==> src/rtl/audio_seq_pkg.sv <==
// ---------------------------------------------------------------------------
// audio_seq_pkg
// Shared definitions for the audio note sequencer: sequencer state encoding,
// the 16-bit pattern step word layout and a helper that turns the stored
// duration field into the last value of the duration counter.
//
// Step word layout:
//   [3:0]  note enables, bit0 = C, bit1 = D, bit2 = E, bit3 = F
//   [4]    drum hit at step start
//   [5]    piano octave
//   [6]    drum variation
//   [7]    end of pattern
//   [15:8] duration in step units (0 plays as 1 unit)
// ---------------------------------------------------------------------------
package audio_seq_pkg;

    typedef enum logic [1:0] {
        ST_IDLE    = 2'd0,
        ST_FETCH   = 2'd1,
        ST_PLAY    = 2'd2,
        ST_RELEASE = 2'd3
    } seq_state_t;

    localparam int STEP_W       = 16;
    localparam int NOTE_LSB     = 0;
    localparam int NOTE_W       = 4;
    localparam int BIT_DRUM     = 4;
    localparam int BIT_OCTAVE   = 5;
    localparam int BIT_DRUM_VAR = 6;
    localparam int BIT_END      = 7;
    localparam int DUR_LSB      = 8;
    localparam int DUR_W        = 8;

    localparam logic [STEP_W-1:0] MASK_NOTES    = 16'h000F;
    localparam logic [STEP_W-1:0] MASK_DRUM     = 16'h0010;
    localparam logic [STEP_W-1:0] MASK_OCTAVE   = 16'h0020;
    localparam logic [STEP_W-1:0] MASK_DRUM_VAR = 16'h0040;
    localparam logic [STEP_W-1:0] MASK_END      = 16'h0080;
    localparam logic [STEP_W-1:0] MASK_DUR      = 16'hFF00;

    // A zero duration plays for one unit, so both 0 and 1 end on count 0.
    function automatic logic [DUR_W-1:0] dur_last(input logic [DUR_W-1:0] dur);
        return (dur == '0) ? '0 : dur - 1'b1;
    endfunction

endpackage

==> src/rtl/drum_pulse_gen.sv <==
// ---------------------------------------------------------------------------
// drum_pulse_gen
// Produces the fixed-width run_drum pulse audio_core needs. A trigger starts
// a pulse of exactly DRUM_PULSE_CYC cycles; triggers arriving while the
// pulse is high are dropped, so the output always spends at least one cycle
// low between pulses. i_clear kills the pulse immediately (playback stop).
//
// Ports:
//   i_clk       clock
//   i_rst_n     asynchronous active-low reset
//   i_trigger   start request, honoured only while the pulse is low
//   i_clear     force the pulse low on the next edge, beats i_trigger
//   o_run_drum  pulse output (registered)
// ---------------------------------------------------------------------------
module drum_pulse_gen
    import audio_seq_pkg::*;
#(
    parameter int DRUM_PULSE_CYC = 20_000
) (
    input  logic i_clk,
    input  logic i_rst_n,
    input  logic i_trigger,
    input  logic i_clear,
    output logic o_run_drum
);

    localparam int CNT_W = (DRUM_PULSE_CYC > 1) ? $clog2(DRUM_PULSE_CYC) : 1;
    localparam logic [CNT_W-1:0] CNT_LAST = CNT_W'(DRUM_PULSE_CYC - 1);

    logic [CNT_W-1:0] r_cnt;
    logic             r_run;

    always_ff @(posedge i_clk or negedge i_rst_n) begin
        if (!i_rst_n) begin
            r_run <= 1'b0;
            r_cnt <= '0;
        end else if (i_clear) begin
            r_run <= 1'b0;
            r_cnt <= '0;
        end else if (r_run) begin
            // The edge that drops the pulse ignores any trigger, which
            // guarantees the low cycle before a following pulse.
            if (r_cnt == CNT_LAST) begin
                r_run <= 1'b0;
                r_cnt <= '0;
            end else begin
                r_cnt <= r_cnt + 1'b1;
            end
        end else if (i_trigger) begin
            r_run <= 1'b1;
            r_cnt <= '0;
        end
    end

    assign o_run_drum = r_run;

endmodule

==> src/rtl/audio_note_sequencer.sv <==
// ---------------------------------------------------------------------------
// audio_note_sequencer
// Step sequencer feeding audio_core from a writable STEPS x 16 pattern table.
// Each step is fetched (1 cycle), played for max(dur,1)*STEP_UNIT_CYC cycles,
// then released for NOTE_GAP_CYC cycles with all notes low so a repeated note
// re-triggers. Drum steps fire a DRUM_PULSE_CYC-wide run_drum pulse.
//
// Build option: define VOLUME_FADE_EN to make the volume output ramp by one
// every FADE_DIV_CYC cycles toward i_vol_target; otherwise the volume output
// is simply the target registered once.
//
// Ports:
//   i_clk100mhz        100 MHz clock
//   i_cpu_resetn       asynchronous active-low reset
//   i_wr_en/addr/data  pattern table write port (usable at any time)
//   i_start            1-cycle pulse, start playback at step 0 (ignored when busy)
//   i_stop             1-cycle pulse, abort playback (wins over i_start)
//   i_loop_en          wrap to step 0 at pattern end instead of finishing
//   i_vol_target       requested volume
//   o_note_c..o_note_f note enables to audio_core
//   o_run_drum         drum trigger pulse to audio_core
//   o_piano_octave     octave select to audio_core
//   o_drum_variation   drum variation select to audio_core
//   o_volume_ctrl      volume to audio_core
//   o_busy             high whenever the sequencer is not idle
//   o_step_idx         index of the current step
//   o_done             1-cycle pulse when a non-looping pattern completes
// ---------------------------------------------------------------------------
module audio_note_sequencer
    import audio_seq_pkg::*;
#(
    parameter int STEPS          = 16,
    parameter int STEP_UNIT_CYC  = 1_000_000,
    parameter int NOTE_GAP_CYC   = 500_000,
    parameter int DRUM_PULSE_CYC = 20_000,
`ifdef VOLUME_FADE_EN
    parameter int FADE_DIV_CYC   = 100_000,
`endif
    localparam int IDX_W = $clog2(STEPS)
) (
    input  logic             i_clk100mhz,
    input  logic             i_cpu_resetn,
    input  logic             i_wr_en,
    input  logic [IDX_W-1:0] i_wr_addr,
    input  logic [15:0]      i_wr_data,
    input  logic             i_start,
    input  logic             i_stop,
    input  logic             i_loop_en,
    input  logic [7:0]       i_vol_target,
    output logic             o_note_c,
    output logic             o_note_d,
    output logic             o_note_e,
    output logic             o_note_f,
    output logic             o_run_drum,
    output logic             o_piano_octave,
    output logic             o_drum_variation,
    output logic [7:0]       o_volume_ctrl,
    output logic             o_busy,
    output logic [IDX_W-1:0] o_step_idx,
    output logic             o_done
);

    localparam int UNIT_W = (STEP_UNIT_CYC > 1) ? $clog2(STEP_UNIT_CYC) : 1;
    localparam int GAP_W  = (NOTE_GAP_CYC > 1)  ? $clog2(NOTE_GAP_CYC)  : 1;
    localparam logic [UNIT_W-1:0] UNIT_LAST = UNIT_W'(STEP_UNIT_CYC - 1);
    localparam logic [GAP_W-1:0]  GAP_LAST  = GAP_W'(NOTE_GAP_CYC - 1);
    localparam logic [IDX_W-1:0]  IDX_LAST  = IDX_W'(STEPS - 1);

    logic [STEP_W-1:0] r_table [STEPS];

    seq_state_t        r_state;
    logic [IDX_W-1:0]  r_idx;
    logic [NOTE_W-1:0] r_notes;
    logic              r_octave;
    logic              r_drum_var;
    logic              r_busy;
    logic              r_done;
    logic [DUR_W-1:0]  r_dur_last;
    logic              r_end;
    logic [UNIT_W-1:0] r_unit_cnt;
    logic [DUR_W-1:0]  r_dur_cnt;
    logic [GAP_W-1:0]  r_gap_cnt;
    logic [7:0]        r_volume;

    logic [STEP_W-1:0] w_fetch_word;
    logic              w_drum_trig;
    logic              w_run_drum;

    // ------------------------------------------------------------------
    // Pattern table. Playback only reads it in FETCH, so rewriting the
    // step being played takes effect the next time that step is fetched.
    // ------------------------------------------------------------------
    always_ff @(posedge i_clk100mhz or negedge i_cpu_resetn) begin
        if (!i_cpu_resetn) begin
            for (int i = 0; i < STEPS; i++) begin
                r_table[i] <= '0;
            end
        end else if (i_wr_en) begin
            r_table[i_wr_addr] <= i_wr_data;
        end
    end

    assign w_fetch_word = r_table[r_idx];

    // ------------------------------------------------------------------
    // Sequencer FSM: IDLE -> FETCH -> PLAY -> RELEASE -> FETCH | IDLE.
    // ------------------------------------------------------------------
    always_ff @(posedge i_clk100mhz or negedge i_cpu_resetn) begin
        if (!i_cpu_resetn) begin
            r_state    <= ST_IDLE;
            r_idx      <= '0;
            r_notes    <= '0;
            r_octave   <= 1'b0;
            r_drum_var <= 1'b0;
            r_busy     <= 1'b0;
            r_done     <= 1'b0;
            r_dur_last <= '0;
            r_end      <= 1'b0;
            r_unit_cnt <= '0;
            r_dur_cnt  <= '0;
            r_gap_cnt  <= '0;
        end else begin
            r_done <= 1'b0;
            if (i_stop) begin
                r_state <= ST_IDLE;
                r_busy  <= 1'b0;
                r_notes <= '0;
                r_idx   <= '0;
            end else begin
                case (r_state)
                    ST_IDLE: begin
                        if (i_start) begin
                            r_state <= ST_FETCH;
                            r_busy  <= 1'b1;
                        end
                    end
                    ST_FETCH: begin
                        // Outputs come straight from the table word here so
                        // the notes appear on the same edge the step latches.
                        r_notes    <= w_fetch_word[NOTE_LSB +: NOTE_W];
                        r_octave   <= w_fetch_word[BIT_OCTAVE];
                        r_drum_var <= w_fetch_word[BIT_DRUM_VAR];
                        r_dur_last <= dur_last(w_fetch_word[DUR_LSB +: DUR_W]);
                        r_end      <= w_fetch_word[BIT_END];
                        r_unit_cnt <= '0;
                        r_dur_cnt  <= '0;
                        r_state    <= ST_PLAY;
                    end
                    ST_PLAY: begin
                        if (r_unit_cnt == UNIT_LAST) begin
                            r_unit_cnt <= '0;
                            if (r_dur_cnt == r_dur_last) begin
                                r_notes   <= '0;
                                r_gap_cnt <= '0;
                                r_state   <= ST_RELEASE;
                            end else begin
                                r_dur_cnt <= r_dur_cnt + 1'b1;
                            end
                        end else begin
                            r_unit_cnt <= r_unit_cnt + 1'b1;
                        end
                    end
                    ST_RELEASE: begin
                        // Octave and drum variation keep their step values
                        // through the gap; only the notes are released.
                        if (r_gap_cnt == GAP_LAST) begin
                            if (r_end || (r_idx == IDX_LAST)) begin
                                r_idx <= '0;
                                if (i_loop_en) begin
                                    r_state <= ST_FETCH;
                                end else begin
                                    r_state <= ST_IDLE;
                                    r_busy  <= 1'b0;
                                    r_done  <= 1'b1;
                                end
                            end else begin
                                r_idx   <= r_idx + 1'b1;
                                r_state <= ST_FETCH;
                            end
                        end else begin
                            r_gap_cnt <= r_gap_cnt + 1'b1;
                        end
                    end
                    default: begin
                        r_state <= ST_IDLE;
                        r_busy  <= 1'b0;
                    end
                endcase
            end
        end
    end

    // Drum request lines up with the FETCH->PLAY edge so run_drum rises
    // together with the step's notes.
    assign w_drum_trig = (r_state == ST_FETCH) && w_fetch_word[BIT_DRUM];

    drum_pulse_gen #(
        .DRUM_PULSE_CYC (DRUM_PULSE_CYC)
    ) u_drum_pulse_gen (
        .i_clk      (i_clk100mhz),
        .i_rst_n    (i_cpu_resetn),
        .i_trigger  (w_drum_trig),
        .i_clear    (i_stop),
        .o_run_drum (w_run_drum)
    );

    // ------------------------------------------------------------------
    // Volume
    // ------------------------------------------------------------------
`ifdef VOLUME_FADE_EN
    localparam int FADE_W = (FADE_DIV_CYC > 1) ? $clog2(FADE_DIV_CYC) : 1;
    localparam logic [FADE_W-1:0] FADE_LAST = FADE_W'(FADE_DIV_CYC - 1);

    logic [FADE_W-1:0] r_fade_cnt;

    // One step per fade period toward the live target; equality holds.
    always_ff @(posedge i_clk100mhz or negedge i_cpu_resetn) begin
        if (!i_cpu_resetn) begin
            r_fade_cnt <= '0;
            r_volume   <= '0;
        end else if (r_fade_cnt == FADE_LAST) begin
            r_fade_cnt <= '0;
            if (r_volume < i_vol_target) begin
                r_volume <= r_volume + 1'b1;
            end else if (r_volume > i_vol_target) begin
                r_volume <= r_volume - 1'b1;
            end
        end else begin
            r_fade_cnt <= r_fade_cnt + 1'b1;
        end
    end
`else
    always_ff @(posedge i_clk100mhz or negedge i_cpu_resetn) begin
        if (!i_cpu_resetn) begin
            r_volume <= '0;
        end else begin
            r_volume <= i_vol_target;
        end
    end
`endif

    assign o_note_c         = r_notes[0];
    assign o_note_d         = r_notes[1];
    assign o_note_e         = r_notes[2];
    assign o_note_f         = r_notes[3];
    assign o_run_drum       = w_run_drum;
    assign o_piano_octave   = r_octave;
    assign o_drum_variation = r_drum_var;
    assign o_volume_ctrl    = r_volume;
    assign o_busy           = r_busy;
    assign o_step_idx       = r_idx;
    assign o_done           = r_done;

endmodule

==> config.mk <==
export PLATFORM = sky130hd
export DESIGN_NAME = audio_note_sequencer
export DESIGN_NICKNAME = d
export VERILOG_FILES = /design/src/rtl/audio_seq_pkg.sv /design/src/rtl/drum_pulse_gen.sv /design/src/rtl/audio_note_sequencer.sv
export SDC_FILE = /design/constraint.sdc
export NUM_CORES = 1
export LEC_CHECK = 0
export CAP_MARGIN = 0
export CORE_MARGIN = 2
export CORE_UTILIZATION = 45
export CTS_CLUSTER_DIAMETER = 80
export DETAILED_ROUTE_END_ITERATION = 8
export PLACE_DENSITY = 0.73
export SYNTH_ARGS = -nofsm -noshare
export SYNTH_HDL_FRONTEND = slang
export SYNTH_SLANG_ARGS = --single-unit
==> constraint.sdc <==
create_clock -name i_clk100mhz -period 4 [get_ports i_clk100mhz]
set_clock_uncertainty 0.1 [all_clocks]
set_input_delay 0.4 -clock i_clk100mhz [delete_from_list [all_inputs] [get_ports i_clk100mhz]]
set_output_delay 0.4 -clock i_clk100mhz [all_outputs]
set_load 0.05 [all_outputs]
==> results.toml <==
[global_routing]
grt_start_max_net_pins = 107
grt_antenna_before_repair = 1
first_global_vias = 10700
grt_pass1_wl_um = 59900
grt_usage = 0.202
overflow = 0

[route]
viasPerCell = 5.82
postRouteAntennaNets = 0
wirelength_um = 37300
post_drt_wl_per_cell_um = 21.2
drc = 0
dr.pass1.iters = 5
num_vias = 10200
drt_iter0_drc = 706

[setup_path]
worstReg2RegStart = "o_step_idx[0]"
r2r_setup_slack_ps = 800
worstPathRequired_ps = 3500
timing.critical_path.fanout_max = 29
crit_path_start = "o_step_idx[0]"
worstSetupPathType = "flip-flop to primary output"
rr_worst_depth = 9
cp-start-kind = "flip-flop"
end_kind = "primary output"
cp.arrival_ps = 3090
r2r_end = "r_dur_last[4]"

[placement]
dpl.hpwl_um = 23500
placed_cells = 1697
io_buffer_count = 54
place.gp.congestion = 0.853
pre_cts_slack_ps = 794
postPlaceCellArea_mm2 = 0.0175

[power]
p_leak_uw = 0.00774
power_density_mw_per_mm2 = 522
power_uw = 9720
ir_drop_mv = 0.322

[sta]
tightest_slew_ps = 1080
rsz0062_at_grt = "false"
setup_viol = 0
timing.fmax_ghz = 0.279
slew_viol_final = 0
period_minus_slack_ps = 3590
maxSlewHeadroom = 0.275
timing.final.crit_share = 0.897
setup_tns_ps = 0
setup_ws_ps = 414
hold_viol = 0

[layout]
area_delta_synth_final_pct = 13.8
diodes = 0
drive_above_1_share = 0.339
seq_area_mm2 = 0.00877
multi_input_area_mm2 = 0.00727
finalNonFillerCells = 1760
fillerInstances = 3039
finalNetCount = 1321
final_area_mm2 = 0.0186

[die]
initial_core_util = 0.458
pin_count = 55
dieWidth_um = 195
fp.dieH_um = 195
dieArea_mm2 = 0.0379
fp.coreArea_mm2 = 0.0357
num_rows = 69

[yosys]
ys_types = 54
netlist_area_mm2 = 0.0164
synthDominantCellAreaShare = 0.535
synth.avg_cell_area_um2 = 13.4
synthTopCellsByCount = "dfrtp_1 (350), mux2_2 (266), nor2_1 (71)"
seq_area_frac_synth = 0.535
synth.most_common_cell = "dfrtp_1"
ys_async_sr_fraction = 1.00
synthTopCellsByArea = "dfrtp_1 (53%), mux2_2 (18%), mux4_2 (9.5%), nor2_1 (1.6%), xnor2_1 (1.4%)"
yosysTopAreaCell = "dfrtp_1"
synth_enable_flop_cells = 0
synth_nets = 1270
postSynthRegisterBits = 350
ys_warn_count = 0
syn-instance-count = 1225
synth_ff_type = "dfrtp_1"

[clock_network]
hold_buffers = 1
cts_buffer_depth = 3
post_cts_buffers = 0
h-tree-depth = 2
cts_buffers = 37
cts_resized = 0
clock_sinks = 350
cts_tree = "done"
cts-root-buf = "clkbuf_16"
clk_pin_slew_ps = 60
clk_latency_ps = 540

[hold_path]
worst_hold_path_type = "input pin to flip-flop"
min_to = "o_volume_ctrl[7]"
hold_depth = 1
hold_start = "i_vol_target[7]"

[job]
drv_cap = 0

[run_status]
status = "completed"
-- area by class of cell --
class                           count  share of cell area
Clock inverter                      8             0.00356
Sequential cell                   350               0.470
Inverter                           15             0.00302
Timing Repair Buffer               89              0.0455
Multi-Input combinational cell    783               0.390
Clock buffer                       54              0.0568
Tap cell                          461              0.0309
-- power breakdown --
part	internal [µW]	leakage (µW)	switching, µW
sequential	4250	0.00441	427
combinational	978	0.00278	843
clock	1840	0.000557	1380
total	7070	0.00774	2650
-- placed cells by master (no fill, tap or decap), types with 18 or more instances in the layout --
master	instances
clkbuf_16	37
dfrtp_1	348
o21ai_1	23
clkdlybuf4s50_1	53
buf_4	31
a21oi_1	21
nand3_1	33
nor2_1	62
xnor2_1	27
nand2b_1	18
nand2_1	59
mux2_2	266
o21ai_0	20
mux4_2	69
-- critical path, stage by stage, from the launching register on --
cell and delay [ps]:
dfrtp_4 790, buf_4 390, buf_4 400, clkdlybuf4s50_1 960
-- stage by stage --
stage / hold slack, ps / util
3_3_place_gp: 356 / 0.490
5_1_grt: 192 / 0.522
6_report: 199 / 0.522
4_1_cts: 182 / 0.522
3_5_place_dp: 360 / 0.490
2_1_floorplan: 4.41 / -
-- layer usage --
metal  vias up  track usage  routed length (µm)
met3        55       0.0385                2000
li1       4595            -                   -
met5         -            0                  12
met1      5360        0.267               16100
met4         2       0.0580                 818
met2       237        0.340               18300
-- how the worst max path moves through the flow --
stage | endpoint | cells past startpoint
2_1_floorplan | r_dur_last[2] | 12
3_3_place_gp | r_dur_last[2] | 9
3_5_place_dp | u_drum_pulse_gen.r_cnt[7] | 8
4_1_cts | o_step_idx[0] | 3
5_1_grt | o_step_idx[0] | 3
6_report | o_step_idx[0] | 3
-- kinds of logic after synthesis --
logic type,Yosys count,synth area share
fa+ha+maj,11,0.00840
mux,339,0.280
flops,350,0.535
simple gates,281,0.0894
compound gates,112,0.0428
xor+xnor,40,0.0214
buf+inv,92,0.0228
-- flip-flops by register name (all words and copies together) (netlist names) --
register,flops
r_unit_cnt,20
o_piano_octave,1
r_state,2
r_end,1
r_gap_cnt,19
r_notes,4
u_drum_pulse_gen.o_run_drum,1
o_volume_ctrl,8
o_drum_variation,1
o_step_idx,4
o_busy,1
o_done,1
r_dur_last,8
r_table,256
u_drum_pulse_gen.r_cnt,15
r_dur_cnt,8
Power figures use the tool's default switching activity.
